$ cat config.mk
export PLATFORM = sky130hd
export DESIGN_NAME = fp_result_packer
export DESIGN_NICKNAME = d
export VERILOG_FILES = /design/src/rtl/fp_result_packer_pkg.sv /design/src/rtl/fp_special_pack.sv /design/src/rtl/fp_result_packer.sv
export SDC_FILE = /design/constraint.sdc
export NUM_CORES = 1
export LEC_CHECK = 0
export ABC_CLOCK_PERIOD_IN_PS = 2000
export BUFFER_PORTS_ARGS = -buffer_cell sky130_fd_sc_hd__buf_2
export CORE_MARGIN = 3
export CORE_UTILIZATION = 50
export CTS_CLUSTER_DIAMETER = 120
export DETAILED_ROUTE_END_ITERATION = 6
export PLACE_DENSITY = 0.77
export SLEW_MARGIN = 20
export SYNTH_ARGS = -nofsm -noshare
export SYNTH_HDL_FRONTEND = slang
export SYNTH_HIERARCHICAL = 1
export SYNTH_SLANG_ARGS = --single-unit
$ cat constraint.sdc
create_clock -name clk -period 2 [get_ports clk]
set_input_delay 0.3 -clock clk [delete_from_list [all_inputs] [get_ports clk]]
set_output_delay 0.3 -clock clk [all_outputs]
set_load 0.02 [all_outputs]
$ cat src/rtl/fp_result_packer_pkg.sv
// Shared field constants and the packed FIFO entry layout for the FP result
// packer. The entry is {ovf, unf, word[31:0]} = 34 bits.
package fp_result_packer_pkg;

  localparam int EXP_W  = 8;
  localparam int FRAC_W = 23;
  localparam int WORD_W = 1 + EXP_W + FRAC_W;
  localparam logic [EXP_W-1:0] EXP_MAX = 8'hFF;

  typedef struct packed {
    logic              ovf;
    logic              unf;
    logic [WORD_W-1:0] word;
  } entry_t;

endpackage

$ cat src/rtl/fp_special_pack.sv
// Combinational IEEE-754 single-precision packer with special-case handling.
//   sign, exponent, mantissa : pipeline result fields (hidden one removed)
//   exp_ovf, exp_unf         : normalisation overflow / underflow
//   entry                    : {ovf, unf, word}
// Priority: overflow/inf, forced underflow, zero/denormal flush, normal.
module fp_special_pack
  import fp_result_packer_pkg::*;
(
  input  logic              sign,
  input  logic [EXP_W-1:0]  exponent,
  input  logic [FRAC_W-1:0] mantissa,
  input  logic              exp_ovf,
  input  logic              exp_unf,
  output entry_t            entry
);

  always_comb begin
    entry.ovf  = 1'b0;
    entry.unf  = 1'b0;
    entry.word = {sign, exponent, mantissa};
    if (exp_ovf || exponent == EXP_MAX) begin
      entry.ovf  = 1'b1;
      entry.word = {sign, EXP_MAX, {FRAC_W{1'b0}}};
    end else if (exp_unf) begin
      entry.unf  = 1'b1;
      entry.word = {sign, {(WORD_W-1){1'b0}}};
    end else if (exponent == '0) begin
      // Denormals flush to signed zero; only a lost non-zero fraction counts
      // as underflow, an exact zero does not.
      entry.unf  = (mantissa != '0);
      entry.word = {sign, {(WORD_W-1){1'b0}}};
    end
  end

endmodule

$ cat src/rtl/fp_result_packer.sv
// Output stage after the FP add/sub pipeline: packs each result, buffers it in
// a DEPTH-entry FIFO (valid/ready both sides) and counts overflow/underflow
// events with saturating counters.
//   clk, rst (async, active low), clear (sync flush of FIFO + counters)
//   in_*      : upstream result + handshake (in_ready = not full)
//   out_*     : FIFO head + handshake
//   ovf_count, unf_count : saturating event counters
//   level     : FIFO occupancy
module fp_result_packer
  import fp_result_packer_pkg::*;
#(
  parameter int DEPTH   = 4,
  parameter int COUNT_W = 16
) (
  input  logic                       clk,
  input  logic                       rst,
  input  logic                       clear,
  input  logic                       in_valid,
  output logic                       in_ready,
  input  logic                       in_sign,
  input  logic [EXP_W-1:0]           in_exponent,
  input  logic [FRAC_W-1:0]          in_mantissa,
  input  logic                       in_exp_ovf,
  input  logic                       in_exp_unf,
  output logic                       out_valid,
  input  logic                       out_ready,
  output logic [WORD_W-1:0]          out_result,
  output logic                       out_ovf,
  output logic                       out_unf,
  output logic [COUNT_W-1:0]         ovf_count,
  output logic [COUNT_W-1:0]         unf_count,
  output logic [$clog2(DEPTH):0]     level
);

  localparam int PTR_W = $clog2(DEPTH);
  localparam int LVL_W = PTR_W + 1;
  localparam logic [COUNT_W-1:0] CNT_MAX = '1;

  entry_t             in_entry, head, last_q;
  entry_t             mem [DEPTH];
  logic [PTR_W-1:0]   wr_ptr, rd_ptr;
  logic [LVL_W-1:0]   level_q;
  logic [COUNT_W-1:0] ovf_q, unf_q;
  logic               push, pop;

  fp_special_pack u_pack (
    .sign     (in_sign),
    .exponent (in_exponent),
    .mantissa (in_mantissa),
    .exp_ovf  (in_exp_ovf),
    .exp_unf  (in_exp_unf),
    .entry    (in_entry)
  );

  assign in_ready  = (level_q != LVL_W'(DEPTH));
  assign out_valid = (level_q != '0);
  assign push      = in_valid & in_ready;
  assign pop       = out_valid & out_ready;

  // When empty the outputs keep showing the last entry popped (zero after
  // reset) instead of whatever stale slot rd_ptr now points at.
  assign head       = out_valid ? mem[rd_ptr] : last_q;
  assign out_result = head.word;
  assign out_ovf    = head.ovf;
  assign out_unf    = head.unf;
  assign level      = level_q;
  assign ovf_count  = ovf_q;
  assign unf_count  = unf_q;

  // Storage has no reset; occupancy alone decides what is valid.
  always_ff @(posedge clk) begin
    if (push && !clear) mem[wr_ptr] <= in_entry;
  end

  always_ff @(posedge clk or negedge rst) begin
    if (!rst) begin
      wr_ptr  <= '0;
      rd_ptr  <= '0;
      level_q <= '0;
      last_q  <= '0;
      ovf_q   <= '0;
      unf_q   <= '0;
    end else if (clear) begin
      wr_ptr  <= '0;
      rd_ptr  <= '0;
      level_q <= '0;
      ovf_q   <= '0;
      unf_q   <= '0;
    end else begin
      if (push) wr_ptr <= wr_ptr + PTR_W'(1);
      if (pop) begin
        rd_ptr <= rd_ptr + PTR_W'(1);
        last_q <= head;
      end
      case ({push, pop})
        2'b10:   level_q <= level_q + LVL_W'(1);
        2'b01:   level_q <= level_q - LVL_W'(1);
        default: level_q <= level_q;
      endcase
      if (push && in_entry.ovf && ovf_q != CNT_MAX) ovf_q <= ovf_q + COUNT_W'(1);
      if (push && in_entry.unf && unf_q != CNT_MAX) unf_q <= unf_q + COUNT_W'(1);
    end
  end

endmodule
==> results of run 1 <==
## logic make-up after synthesis
family                   after synthesis  share of synthesized area
multiplexers                         106                      0.188
AO/OA/AOI/OAI                         40                     0.0271
adder cells (fa/ha/maj)                7                     0.0100
flip-flops                           209                      0.624
AND/OR/NAND/NOR                      149                     0.0873
XOR/XNOR                              28                     0.0259
buffers and inverters                 67                     0.0376
## cells in the mapped netlist (2+ instances only)
library cell | number | area (sq um)
nand4_1 | 13 | 81.3
nor3_1 | 30 | 150
inv_1 | 36 | 135
mux2i_1 | 3 | 30.0
and3_1 | 6 | 37.5
dfrtp_1 | 73 | 1830
xnor2_1 | 15 | 131
and4_1 | 5 | 43.8
mux2_2 | 10 | 113
buf_4 | 9 | 67.6
nor2_1 | 38 | 143
buf_6 | 9 | 101
nor4_2 | 2 | 25.0
ha_1 | 6 | 75.1
o31ai_1 | 2 | 15.0
clkbuf_1 | 6 | 22.5
nand3_1 | 8 | 40.0
edfxtp_1 | 136 | 4080
buf_2 | 3 | 15.0
mux2_4 | 56 | 841
nand2_1 | 15 | 56.3
nor3b_1 | 3 | 22.5
mux2_1 | 3 | 33.8
o21ai_0 | 15 | 75.1
mux4_2 | 34 | 766
xor2_1 | 13 | 114
o2111ai_1 | 4 | 35.0
inv_2 | 2 | 7.51
buf_1 | 2 | 7.51
a21oi_1 | 9 | 45.0
nor4_1 | 5 | 31.3
or4_1 | 2 | 15.0
o211ai_1 | 3 | 22.5
or3_1 | 4 | 25.0
and2_1 | 10 | 62.6
## layout make-up
| class | count | area, sq um |
|---|---|---|
| fill | 1225 | 6230 |
| sequential | 209 | 5910 |
| multi-input combinational | 330 | 3310 |
| timing repair buffer | 173 | 1560 |
| clock buffer | 29 | 618 |
| tap | 229 | 287 |
| clock inverter | 11 | 206 |
| inverter | 38 | 143 |
## power groups by stage
stage | Clock (W) | Combinational (W) | Sequential (W)
final | 0.00457 | 0.00713 | 0.00545
after global routing | 0.00484 | 0.00750 | 0.00551
after CTS | 0.00463 | 0.00637 | 0.00544
after detailed placement | 0 | 0.00569 | 0.00552
after global placement | 0 | 0.00558 | 0.00547
after floorplan | 0 | 0.00415 | 0.00548
## flip-flops by register name, summed over array words and instances, names as in the netlist
| register | flops |
|---|---|
| last_q | 34 |
| level | 3 |
| mem | 136 |
| ovf_count | 16 |
| rd_ptr | 2 |
| unf_count | 16 |
| wr_ptr | 2 |
## layer usage
metal,vias up,track usage,wire length [microns]
met3,26,0.0323,1380
met1,3009,0.278,8610
met5,-,0,0
met2,226,0.354,11500
met4,0,0.0535,347
li1,2611,-,-
## cells in the final DEF (no fill, tap or decap), types with 6 or more instances in the layout
master / count
clkbuf_16: 27
nand4_1: 13
nand3_1: 8
mux2_4: 62
o21ai_0: 15
nor3_1: 30
a21oi_1: 8
nor2_1: 37
buf_12: 16
dfrtp_1: 72
buf_2: 73
mux4_2: 34
bufinv_16: 6
xor2_1: 12
xnor2_1: 15
buf_4: 38
buf_6: 39
and3_1: 6
edfxtp_1: 136
nand2_1: 15
inv_1: 36
## through the flow
stage / utilization / worst slack (ns) / TNS [ns]
after CTS: 0.641 / -0.449 / -13.91
after detailed placement: 0.585 / -0.478 / -6.76
after floorplan: - / -0.0681 / -7.13
final: 0.659 / -0.436 / -13.44
after global routing: 0.659 / -0.485 / -15.38
after global placement: 0.585 / -0.413 / -4.94
## worst paths after layout
check | endpoint | slack [ns] | depth (start not counted)
setup / recovery | out_result[17] | -0.44 | 5
hold / removal | mem[2][31] | 0.02 | 1
setup reg to reg | last_q[32] | 0.04 | 6
hold reg to reg | last_q[2] | 0.49 | 1
max in group asynchronous | rd_ptr[0] | 1.05 | 3
min in group asynchronous | unf_count[10] | 0.32 | 2
## critical path, stage by stage (launching register included)
cell and delay, ns:
dfrtp_2 0.40, buf_6 0.13, buf_12 0.13, mux4_2 0.54, mux2_4 0.29, buf_6 0.13
## timing repair
action	4_1_cts	5_1_grt
hold buffers	1	0
gates resized for setup	43	56
buffers inserted	4	5
pin swaps	1	3
setup endpoints to repair	38	176
cloned	1	4
endpoints found under the hold margin	35	0
==> flow_metrics.py, run 1 <==
metrics = {
    "sta": {
        "clock_skew_ns": 0.0126,
        "fmax_mhz": 411,
        "whs_ns": 0.0237,
        "maxSlewHeadroom": 0.649,
        "hold_violations": 0,
        "maxSlewViolCount": 0,
        "setup_ws_ns": -0.436,
        "rsz0062_at_grt": "true",
        "finalSetupViolCount": 35,
        "final.min_clock_period_ns": 2.44,
        "fin_crit_sh": 1.22,
        "tightestPinTransition_ns": 0.526,
    },
    "clock_tree": {
        "cts.sinks": 209,
        "cts.path.max_buffers": 3,
        "insertion_delay_ns": 0.50,
        "cts_tree": "yes",
        "h-tree-depth": 1,
        "clkTransAtPathRegs_ns": 0.06,
        "tritoncts.num_buffers": 22,
        "root_buffer": "clkbuf_16",
    },
    "detailed_routing": {
        "via_count": 5872,
        "drcViolationCount": 0,
        "viasPerCell": 5.76,
        "drt_wl_total_mm": 21.9,
        "antenna_left": 0,
        "drt-initial-drc-count": 454,
        "dr.pass1.iters": 6,
        "post_drt_wl_per_cell_microns": 21.5,
    },
    "critical_path": {
        "end_kind": "output port",
        "crit_start": "rd_ptr[0]",
        "path_max_fanout": 7,
        "crit_type": "reg2out",
        "critPathLaunchType": "flop",
        "critPathArrivalTime_ns": 2.14,
        "r2r_start": "rd_ptr[0]",
        "required_ns": 1.70,
    },
    "synthesis": {
        "syn_inst": 606,
        "async_flop_share": 0.349,
        "syn_area_per_cell_sq_um": 15.6,
        "synth_nets": 652,
        "synth_edf_count": 136,
        "synth_cell_types": 51,
        "syn-cell-area_sq_mm": 0.00947,
        "ys_seq_area_frac": 0.624,
        "synth_seq_cells": 209,
        "ys.flop_type": "edfxtp_1",
        "synth_warnings": 6,
    },
    "global_routing": {
        "antenna_found_initial": 0,
        "grt_pass1_wl_mm": 33.6,
        "grt_pass1_vias": 6031,
        "grt_max_degree": 39,
        "grtUsageTotal": 0.206,
        "overflow": 0,
    },
    "floorplanning": {
        "rows": 49,
        "placeableCoreArea_sq_mm": 0.0183,
        "die_area_sq_mm": 0.0206,
        "io_pins": 110,
        "initial_core_util": 0.519,
        "dieWidth_microns": 144,
        "fp.dieH_microns": 144,
    },
    "pwr": {
        "p_sw_w": 0.00508,
        "p_leak_nw": 4.87,
        "finalPower_w": 0.0172,
        "pwr-share-clk": 0.267,
        "irDropWorstVdd_uv": 1230,
        "internal-power_w": 0.0121,
        "sw_frac_of_total": 0.296,
        "pwr-share-comb": 0.416,
        "p_seq_frac": 0.318,
        "p_per_area_mw_per_mm2": 1420,
    },
    "placement": {
        "gp_congestion": 0.863,
        "dpl_cell_area_sq_mm": 0.0107,
        "io_buffers": 109,
        "dp_cells": 964,
        "dpl.hpwl_mm": 13.4,
    },
    "min_path": {
        "min-delay-start": "in_sign",
        "hold_class": "in2reg",
    },
    "run_status": {
        "outcome": "finished with violations",
        "violations": "negative setup slack",
    },
    "final_layout": {
        "diodes": 0,
        "stdcell_count": 1019,
        "num-nets-final": 820,
        "drive_gt1_frac": 0.424,
        "final_area_sq_mm": 0.0120,
        "syn_to_final_growth_pct": 27.1,
    },
    "flow_run": {
        "maxCapViolCount": 0,
    },
}
(Power assumes the default switching activity.)
==> inputs of run 2 (changes only) <==
- ABC_CLOCK_PERIOD_IN_PS: 2000 -> not set
- PLACE_DENSITY: 0.77 -> 0.73
==> flow_metrics.py, run 2 (synthesis results as in run 1) <==
metrics = {
    "run_status": {
        "outcome": "finished with violations",
        "violations": "negative setup slack",
    },
    "flow_run": {
        "maxCapViolCount": 0,
    },
    "placement": {
        "dpl_cell_area_sq_mm": 0.0107,
        "io_buffers": 109,
        "dpl.hpwl_mm": 14.0,
        "gp_congestion": 0.904,
    },
    "pwr": {
        "sw_frac_of_total": 0.310,
        "p_per_area_mw_per_mm2": 1370,
        "p_leak_nw": 4.82,
        "p_sw_w": 0.00502,
        "irDropWorstVdd_uv": 986,
        "p_seq_frac": 0.336,
        "internal-power_w": 0.0112,
        "pwr-share-clk": 0.231,
        "pwr-share-comb": 0.432,
    },
    "clock_tree": {
        "h-tree-depth": 1,
        "cts.sinks": 209,
        "clkTransAtPathRegs_ns": 0.06,
        "tritoncts.num_buffers": 22,
        "insertion_delay_ns": 0.50,
        "root_buffer": "clkbuf_16",
        "cts_tree": "yes",
        "cts.path.max_buffers": 3,
    },
    "final_layout": {
        "layout_commonest_cell": "edfxtp_1",
        "syn_to_final_growth_pct": 25.1,
        "largest_reg_flops": 136,
        "num-nets-final": 828,
        "reg_top3": "mem: 136 flops, last_q: 34 flops",
        "final_cell_mix": "edfxtp_1, buf_2, dfrtp_1, mux2_4, buf_4",
        "diodes": 0,
        "final_area_sq_mm": 0.0119,
        "largest_register": "mem",
        "drive_gt1_frac": 0.424,
    },
    "floorplanning": {
        "dieWidth_microns": 144,
        "die_area_sq_mm": 0.0206,
        "initial_core_util": 0.519,
        "fp.dieH_microns": 144,
        "rows": 49,
        "placeableCoreArea_sq_mm": 0.0183,
        "io_pins": 110,
    },
    "sta": {
        "finalSetupViolCount": 34,
        "clock_skew_ns": 0.00893,
        "hold_violations": 0,
        "final.min_clock_period_ns": 2.42,
        "tightestPinTransition_ns": 0.660,
        "maxSlewHeadroom": 0.560,
        "rsz0062_at_grt": "true",
        "fin_crit_sh": 1.21,
        "maxSlewViolCount": 0,
        "setup_ws_ns": -0.421,
        "fmax_mhz": 413,
        "whs_ns": 0.0252,
    },
    "global_routing": {
        "grt_pass1_wl_mm": 32.8,
        "grtUsageTotal": 0.203,
        "overflow": 0,
        "grt_max_degree": 45,
        "grt_pass1_vias": 5999,
        "antenna_found_initial": 0,
    },
    "detailed_routing": {
        "antenna_left": 0,
        "via_count": 5822,
        "drt-initial-drc-count": 407,
        "dr.pass1.iters": 5,
        "viasPerCell": 5.67,
        "drcViolationCount": 0,
        "post_drt_wl_per_cell_microns": 20.7,
        "drt_wl_total_mm": 21.2,
    },
    "critical_path": {
        "critPathArrivalTime_ns": 2.12,
        "crit_chain": "buf_12 -> clkbuf_16 -> mux4_2 -> mux2_4 -> buf_6",
        "required_ns": 1.70,
        "max_stage_delay_ns": 0.50,
        "crit_type": "reg2out",
        "end_kind": "output port",
        "crit_family": "multiplexers",
        "crit_start": "rd_ptr[0]",
        "critPathSlowestCell": "mux4_2",
        "r2r_start": "rd_ptr[0]",
        "worst-path-buf-inv": 3,
        "critPathLaunchType": "flop",
        "path_max_fanout": 7,
    },
    "min_path": {
        "hold_class": "in2reg",
        "min-delay-start": "in_sign",
    },
}
run 2: repair_timing:
action                                  in CTS  in global routing
endpoints found under the setup margin      35                 75
endpoints found under the hold margin       43                  0
gates resized for setup                     41                 53
gates cloned                                 0                  2
setup buffers                                0                  9
hold buffers                                 1                  0
pin swaps                                    0                  6
run 2: through the flow:
step	power [W]	util	setup TNS, ns	setup slack, ns	std cells
floorplan	0.00963	-	-7.13	-0.0681	606
global placement	0.0111	0.588	-5.01	-0.451	975
detailed placement	0.0113	0.588	-5.59	-0.487	975
CTS	0.0156	0.632	-14.68	-0.459	1015
global route	0.0169	0.649	-15.13	-0.464	1026
finish	0.0162	0.649	-13.38	-0.421	1026
run 2: worst reg2reg max path: cells and delay by family (launching register included):
kind | cells | cell delay, ns
muxes | 3 | 1.02
buffers and inverters | 3 | 0.47
DFF | 1 | 0.37
run 2: layout make-up:
| type | count | area (sq um) |
|---|---|---|
| clock buffers | 28 | 614 |
| clock inverters | 11 | 53.8 |
| fillers | 1267 | 6410 |
| inverters | 38 | 143 |
| multi-input cells | 330 | 3290 |
| flip-flops and latches | 209 | 5910 |
| well taps | 229 | 287 |
| repair buffers | 181 | 1550 |
run 2: metal layers:
| metal | vias up | global-route usage | share of wire |
|---|---|---|---|
| li1 | 2627 | - | - |
| met1 | 2963 | 0.274 | 0.42 |
| met2 | 201 | 0.349 | 0.51 |
| met3 | 31 | 0.0346 | 0.055 |
| met4 | 0 | 0.0441 | 0.015 |
| met5 | - | 0 | 0 |
run 2: path summary, 6_finish.rpt:
| kind | to | slack [ns] | depth (start not counted) |
|---|---|---|---|
| setup / recovery | out_result[8] | -0.42 | 5 |
| hold / removal | mem[0][31] | 0.03 | 1 |
| setup reg to reg | last_q[10] | 0.02 | 6 |
| hold reg to reg | last_q[3] | 0.49 | 1 |
| max in group asynchronous | unf_count[1] | 0.99 | 3 |
| min in group asynchronous | ovf_count[1] | 0.41 | 2 |
run 2: power by group through the flow:
stage	Sequential [W]	Combinational (W)	Clock [W]
3_5_place_dp	0.00553	0.00572	0
6_report	0.00545	0.00700	0.00375
2_1_floorplan	0.00548	0.00415	0
5_1_grt	0.00550	0.00738	0.00401
4_1_cts	0.00547	0.00626	0.00382
3_3_place_gp	0.00548	0.00561	0
